### src/rtl/player_pkg.sv
// Screen/sprite geometry shared with the position tracker, plus the drawer state type.
package player_pkg;

    localparam int unsigned SCREEN_WIDTH  = 640;
    localparam int unsigned SCREEN_HEIGHT = 480;
    localparam int unsigned PLAYER_WIDTH  = 32;
    localparam int unsigned PLAYER_HEIGHT = 32;

    typedef enum logic [1:0] {
        IDLE  = 2'd0,
        ERASE = 2'd1,
        DRAW  = 2'd2,
        DONE  = 2'd3
    } draw_state_t;

endpackage

### src/rtl/player_sprite_drawer_rect_scanner.sv
// Row-major col/row walker over a W x H rectangle; reused for erase and draw.
module rect_scanner #(
    parameter int unsigned W = 32,
    parameter int unsigned H = 32
) (
    input  logic                 CLOCK_50,
    input  logic                 global_reset,
    input  logic                 clear,
    input  logic                 advance,
    output logic [$clog2(W)-1:0] col,
    output logic [$clog2(H)-1:0] row,
    output logic                 last
);

    localparam int unsigned COL_W = $clog2(W);
    localparam int unsigned ROW_W = $clog2(H);

    // Counter update: col wraps at W-1 and carries into row.
    always_ff @(posedge CLOCK_50) begin
        if (global_reset || clear) begin
            col <= '0;
            row <= '0;
        end else if (advance) begin
            if (col == COL_W'(W - 1)) begin
                col <= '0;
                row <= row + ROW_W'(1);
            end else begin
                col <= col + COL_W'(1);
            end
        end
    end

    // Final pixel of the rectangle.
    always_comb begin
        last = (row == ROW_W'(H - 1)) && (col == COL_W'(W - 1));
    end

endmodule

### src/rtl/player_sprite_drawer.sv
// Erases the sprite at its previous centre and redraws it at the sampled centre,
// one frame-buffer pixel write per accepted handshake.
module player_sprite_drawer
    import player_pkg::*;
#(
    parameter int unsigned SCREEN_WIDTH  = player_pkg::SCREEN_WIDTH,
    parameter int unsigned SCREEN_HEIGHT = player_pkg::SCREEN_HEIGHT,
    parameter int unsigned PLAYER_WIDTH  = player_pkg::PLAYER_WIDTH,
    parameter int unsigned PLAYER_HEIGHT = player_pkg::PLAYER_HEIGHT
) (
    input  logic                             CLOCK_50,
    input  logic                             global_reset,
    input  logic                             start,
    input  logic [$clog2(SCREEN_WIDTH)-1:0]  in_x,
    input  logic [$clog2(SCREEN_HEIGHT)-1:0] in_y,
    input  logic                             px_ready,
    output logic                             px_write,
    output logic [$clog2(SCREEN_WIDTH)-1:0]  px_x,
    output logic [$clog2(SCREEN_HEIGHT)-1:0] px_y,
    output logic                             px_color,
    output logic                             busy,
    output logic                             done
);

    localparam int unsigned X_W   = $clog2(SCREEN_WIDTH);
    localparam int unsigned Y_W   = $clog2(SCREEN_HEIGHT);
    localparam int unsigned COL_W = $clog2(PLAYER_WIDTH);
    localparam int unsigned ROW_W = $clog2(PLAYER_HEIGHT);

    draw_state_t        state, state_next;
    logic [X_W-1:0]     old_x, new_x;
    logic [Y_W-1:0]     old_y, new_y;
    logic               drawn_valid;

    logic               scan_clear, scan_advance, load_new, commit;
    logic [COL_W-1:0]   col;
    logic [ROW_W-1:0]   row;
    logic               scan_last;

    rect_scanner #(
        .W (PLAYER_WIDTH),
        .H (PLAYER_HEIGHT)
    ) u_scanner (
        .CLOCK_50     (CLOCK_50),
        .global_reset (global_reset),
        .clear        (scan_clear),
        .advance      (scan_advance),
        .col          (col),
        .row          (row),
        .last         (scan_last)
    );

    // State register.
    always_ff @(posedge CLOCK_50) begin
        if (global_reset) begin
            state <= IDLE;
        end else begin
            state <= state_next;
        end
    end

    // Target latch and last-drawn position bookkeeping.
    always_ff @(posedge CLOCK_50) begin
        if (global_reset) begin
            new_x       <= '0;
            new_y       <= '0;
            old_x       <= '0;
            old_y       <= '0;
            drawn_valid <= 1'b0;
        end else begin
            if (load_new) begin
                new_x <= in_x;
                new_y <= in_y;
            end
            if (commit) begin
                old_x       <= new_x;
                old_y       <= new_y;
                drawn_valid <= 1'b1;
            end
        end
    end

    // Next-state, scanner control and Moore output decode.
    always_comb begin
        state_next   = state;
        scan_clear   = 1'b0;
        scan_advance = 1'b0;
        load_new     = 1'b0;
        commit       = 1'b0;
        px_write     = 1'b0;
        px_color     = 1'b0;
        px_x         = '0;
        px_y         = '0;
        busy         = 1'b0;
        done         = 1'b0;

        case (state)
            IDLE: begin
                if (start) begin
                    load_new   = 1'b1;
                    scan_clear = 1'b1;
                    if (drawn_valid && (in_x == old_x) && (in_y == old_y)) begin
                        state_next = DONE;
                    end else if (drawn_valid) begin
                        state_next = ERASE;
                    end else begin
                        state_next = DRAW;
                    end
                end
            end
            ERASE: begin
                busy     = 1'b1;
                px_write = 1'b1;
                px_color = 1'b0;
                px_x     = old_x - X_W'(PLAYER_WIDTH / 2) + X_W'(col);
                px_y     = old_y - Y_W'(PLAYER_HEIGHT / 2) + Y_W'(row);
                if (px_ready) begin
                    if (scan_last) begin
                        scan_clear = 1'b1;
                        state_next = DRAW;
                    end else begin
                        scan_advance = 1'b1;
                    end
                end
            end
            DRAW: begin
                busy     = 1'b1;
                px_write = 1'b1;
                px_color = 1'b1;
                px_x     = new_x - X_W'(PLAYER_WIDTH / 2) + X_W'(col);
                px_y     = new_y - Y_W'(PLAYER_HEIGHT / 2) + Y_W'(row);
                if (px_ready) begin
                    if (scan_last) begin
                        scan_clear = 1'b1;
                        commit     = 1'b1;
                        state_next = DONE;
                    end else begin
                        scan_advance = 1'b1;
                    end
                end
            end
            DONE: begin
                busy       = 1'b1;
                done       = 1'b1;
                state_next = IDLE;
            end
            default: begin
                state_next = IDLE;
            end
        endcase
    end

endmodule

### config.mk
export PLATFORM = sky130hd
export DESIGN_NAME = player_sprite_drawer
export DESIGN_NICKNAME = d
export VERILOG_FILES = /design/src/rtl/player_pkg.sv /design/src/rtl/player_sprite_drawer_rect_scanner.sv /design/src/rtl/player_sprite_drawer.sv
export SDC_FILE = /design/constraint.sdc
export NUM_CORES = 1
export LEC_CHECK = 0
export BUFFER_PORTS_ARGS = -buffer_cell sky130_fd_sc_hd__buf_4
export CORE_MARGIN = 3
export CORE_UTILIZATION = 51
export DETAILED_ROUTE_END_ITERATION = 6
export PLACE_DENSITY_LB_ADDON = 0.05
export REMOVE_ABC_BUFFERS = 1
export SLEW_MARGIN = 30
export SYNTH_ARGS = -nofsm -noshare
export SYNTH_HDL_FRONTEND = slang
export SYNTH_SLANG_ARGS = --single-unit
### constraint.sdc
create_clock -name CLOCK_50 -period 5.38 [get_ports CLOCK_50]
set_input_delay 0 -clock CLOCK_50 [delete_from_list [all_inputs] [get_ports CLOCK_50]]
set_output_delay 0 -clock CLOCK_50 [all_outputs]
set_load 0.02 [all_outputs]
Yosys cells after proc, flatten, opt, wreduce, memory -nomap -nowiden
Cells that the tools add are included.
{"block": "classes", "n_reduce_logical": 9, "add_sub_neg": 10, "eq_ne": 12, "n_mux": 24}
{"operator": "adder 10 x 5 -> 10 bit", "count": 2}
{"operator": "case mux 10 bit (2 select lines)", "count": 1}
{"operator": "subtractor 10 x 5 -> 10 bit (second input constant)", "count": 2}
{"operator": "adder 9 x 5 -> 9 bit", "count": 2}
{"operator": "case mux 9 bit (2 select lines)", "count": 1}
{"operator": "subtractor 9 x 5 -> 9 bit (second input constant)", "count": 2}
{"operator": "two-way mux 2 bit", "count": 7}
{"operator": "two-way mux 1 bit", "count": 12}
{"operator": "adder 5 x 1 -> 5 bit (second input constant)", "count": 2}
{"operator": "== test 10 bit", "count": 1}
{"operator": "== test 5 bit (second input constant)", "count": 2}
{"operator": "inequality test 2 bit (second input constant)", "count": 5}
{"operator": "== test 9 bit", "count": 1}
{"operator": "case mux 2 bit (4 select lines)", "count": 1}
{"operator": "two-way mux 5 bit", "count": 1}
{"operator": "AND reduction 5 bit", "count": 1}
{"operator": "== test 2 bit (second input constant)", "count": 2}
{"operator": "logical AND 1 bit", "count": 3}
{"operator": "OR reduction 3 bit", "count": 1}
{"operator": "== test 2 x 1 -> 1 bit (second input constant)", "count": 1}
{"operator": "logical NOT 2 bit", "count": 1}
{"operator": "case mux 1 bit (2 select lines)", "count": 1}
{"operator": "AND reduction 2 bit", "count": 1}
{"operator": "OR reduction 2 bit", "count": 1}
{"operator": "logical OR 1 bit", "count": 1}
{"block": "word_totals", "register_bits": 51, "wordCells": 63}

Depth between registers and ports, before layout
{"block": "logic_depth", "ltp_word": 6, "mapped_depth": 9, "depth_no_buf": 9}

Modules after synthesis
From an unflattened synthesis, not the netlist that was laid out.
{"block": "hier_totals", "hier_cells": 525, "hier_area_um2": 4116.4}
{"mod": "player_sprite_drawer", "area_each_um2": 3628.5, "seq_area_each_um2": 820.8, "instances": 1, "cells_per_inst": 470}
{"mod": "rect_scanner", "area_each_um2": 488.0, "seq_area_each_um2": 200.2, "instances": 1, "cells_per_inst": 55}

Worst setup path before layout
No wires, ideal clock.
{"block": "synth_path", "kind": "reg2out", "startpoint": "register u_scanner.col[1]", "endpoint": "output px_x[9]", "stages_incl_launch_ff": 9, "slack_ns": 3.024, "arrival_time_ns": 2.356, "required_ns": 5.380, "cell_sequence": "dfxtp_1 ha_1 ha_1 fa_1 a21oi_1 o211ai_2 o41ai_1 nand3_1 a31oi_1"}
{"block": "synth_via", "elab_chain_cells": 2, "elab_cells_between_ends": 3, "cone_classes": "add/sub (2); mux (1)"}
{"element": "from (decl)", "line": "player_sprite_drawer_rect_scanner.sv:10", "text": "output logic [$clog2(W)-1:0] col,"}
{"element": "from (signal assigned)", "line": "player_sprite_drawer_rect_scanner.sv:28", "text": "col <= col + COL_W'(1);"}
{"element": "adder 10 x 5 -> 10 bit, on equally long branches", "line": "player_sprite_drawer.sv:130, player_sprite_drawer.sv:115"}
{"element": "case mux 10 bit (2 select lines) (*)", "line": "player_sprite_drawer.sv:97", "text": "case (state)"}
{"element": "to (decl)", "line": "player_sprite_drawer.sv:18", "text": "output logic [$clog2(SCREEN_WIDTH)-1:0] px_x,"}
Mark *: on every way between the ends. The rest lies on a longest branch, timed or not.

Worst setup path in the final report
Ends and elaborated chain as after synthesis.

==> results.tsv <==
metric	value	unit
crit_type	reg -> out	
path_max_fanout	6	
worstPathArrival	2.85	ns
reg2reg_depth	7	
ys_ff_latch	51	
place.gp.congestion	0.800	
drc	0	
grt_antenna_before_repair	0	
post-route-util	0.632	
yosysSeqAreaShare	0.253	
synth_top_area_frac	0.253	
dieArea	9020	µm²
period_needed	2.85	ns
routed_wirelength	9.88	mm
grt_overflow_total	0	
setup_viol	0	
die_h	95.0	µm
start_kind	register	
grt_max_degree	43	
outcome	completed	
p_int	0.649	mW
skew	0.0105	ns
cts_buffers	5	
synth_edf_count	0	
synth_common_cells	nand2_1, a21oi_1, ha_1	
grt_pass1_wl	16.7	mm
vias	3667	
switching_share	0.388	
min_path_cells	3	
synth_flop_cell	dfxtp_1	
maxCapViolCount	0	
slew_headroom	0.475	
synth_area	4040	µm²
cts_setup_buffers	0	
end_kind	primary output	
grtUsageTotal	0.234	
place_area	4430	µm²
port_buffers	45	
ys_async_sr_fraction	0	
ios	46	
clkPwrFrac	0.209	
first_global_vias	3571	
layout-drive-gt1-share	0.106	
cts_max_level	2	
clkTransAtPathRegs	0.09	ns
fin_area	4710	µm²
yosysTopAreaCell	dfxtp_1	
place_hpwl	7.25	mm
vdd_drop_max	0.125	mV
syn_inst	520	
p_sw	0.412	mW
drtIter0Drc	179	
vias_per_cell	5.44	
drtPass1Iterations	4	
ys_warn_count	0	
tns	0	ns
totalPowerFinal	1.06	mW
critPathRequiredTime	5.38	ns
clock-sinks	51	
cts_tree	yes	
synth.distinct_cells	52	
wl_per_cell	14.7	µm
coreArea	7450	µm²
avgSynthCellArea	7.76	µm²
finalMaxSlewViolations	0	
rsz0062_at_grt	false	
rows	31	
tightest_slew	0.788	ns
combPwrFrac	0.394	
dieWidth	95.0	µm
synth_area_leaders	dfxtp_1, ha_1, nand2_1	
fin_crit_sh	0.530	
syn2layout_area_growth	16.6	%
seq_power_share	0.397	
synthMostInstantiatedCell	nand2_1	
power_leakage	2.05	nW
min_path_type	in -> reg	
start_util	0.542	
antenna_left	0	
p_per_area	225	nW/µm²
clk_latency	0.31	ns
worst_slack	2.53	ns
layout.nets	659	
finalHoldViolCount	0	
clockBufferDepth	2	
max_freq	350	MHz
diodes	0	
pre_cts_slack	2.88	ns
root_buffer	clkbuf_8	
[state kept, by name, summed over array words and instances (netlist names)]
name	flops
u_scanner.row	5
u_scanner.col	5
new_x	10
new_y	9
old_y	9
old_x	10
drawn_valid	1
state	2
[final timing paths]
check                endpoint  slack, ns              from
min reg2reg          old_y[4]       0.47          new_y[4]
max reg2reg          old_x[9]       2.88  u_scanner.col[0]
max                   px_x[9]       2.53  u_scanner.col[1]
min          u_scanner.col[1]       0.02          px_ready
[power groups by stage]
stage / logic (mW) / registers (mW) / clock network [mW]
2_1_floorplan: 0.270 / 0.422 / 0
3_3_place_gp: 0.397 / 0.428 / 0
3_5_place_dp: 0.404 / 0.429 / 0
4_1_cts: 0.417 / 0.421 / 0.224
5_1_grt: 0.461 / 0.424 / 0.237
6_report: 0.418 / 0.421 / 0.221
[kinds of logic after synthesis]
| logic type | synth area share |
|---|---|
| AND/OR/NAND/NOR | 0.202 |
| AO/OA/AOI/OAI | 0.182 |
| buffers and inverters | 0.0595 |
| adder cells (fa/ha/maj) | 0.200 |
| flip-flops | 0.253 |
| XOR/XNOR | 0.0889 |
| multiplexers | 0.0152 |
[per-stage QoR]
stage / instances / hold slack [ns]
4_1_cts: 674 / 0.0130
2_1_floorplan: 502 / 0.0689
3_3_place_gp: 647 / 0.264
6_report: 674 / 0.0174
3_5_place_dp: 647 / 0.270
5_1_grt: 674 / 0.0278
[final cells by class]
| type | instances | area (µm²) |
|---|---|---|
| timing repair buffer | 65 | 536 |
| clock inverter | 2 | 12.5 |
| sequential | 51 | 1020 |
| clock buffer | 6 | 72.6 |
| tap | 99 | 124 |
| inverter | 44 | 165 |
| multi-input combinational | 407 | 2780 |
| fill | 704 | 2740 |
[worst max-delay path, stage by stage, from the launching register on]
cell and delay [ns]:
dfxtp_1 0.43, ha_1 0.27, ha_1 0.22, fa_1 0.40, a21oi_1 0.24, o211ai_2 0.15
o41ai_1 0.33, nand3_1 0.12, a31oi_1 0.19, buf_4 0.18
[layout by cell type, fill, tap and decap left out, drive strengths merged, types with 3 or more instances in the layout]
cell type / synthesis / layout
nand2: 96 / 96
a21oi: 58 / 58
ha: 58 / 58
dfxtp: 51 / 51
buf: 7 / 46
inv: 43 / 43
nor2: 33 / 33
xnor2: 25 / 25
dlygate4sd3: 0 / 19
nand3: 18 / 18
xor2: 16 / 16
a22oi: 12 / 12
o21ai: 10 / 10
nor3: 7 / 7
o21bai: 7 / 7
nand2b: 6 / 6
clkbuf: 11 / 6
mux2i: 5 / 5
o2111ai: 5 / 5
nand4: 5 / 5
or3: 4 / 4
fa: 4 / 4
o211ai: 4 / 4
a32oi: 3 / 3
and3: 3 / 3
a21o: 3 / 3
[per-layer routing]
metal	wire, µm	GRT usage	vias to the layer above
li1	-	-	1896
met1	4540	0.293	1695
met2	4880	0.423	66
met3	341	0.0263	10
met4	116	0.0613	0
met5	0	0	-
[what timing repair did]
action / CTS / global route
hold buffers: 19 / 0
gates resized for setup: 0 / 0
endpoints found under the hold margin: 19 / 0
(Power assumes the default switching activity.)
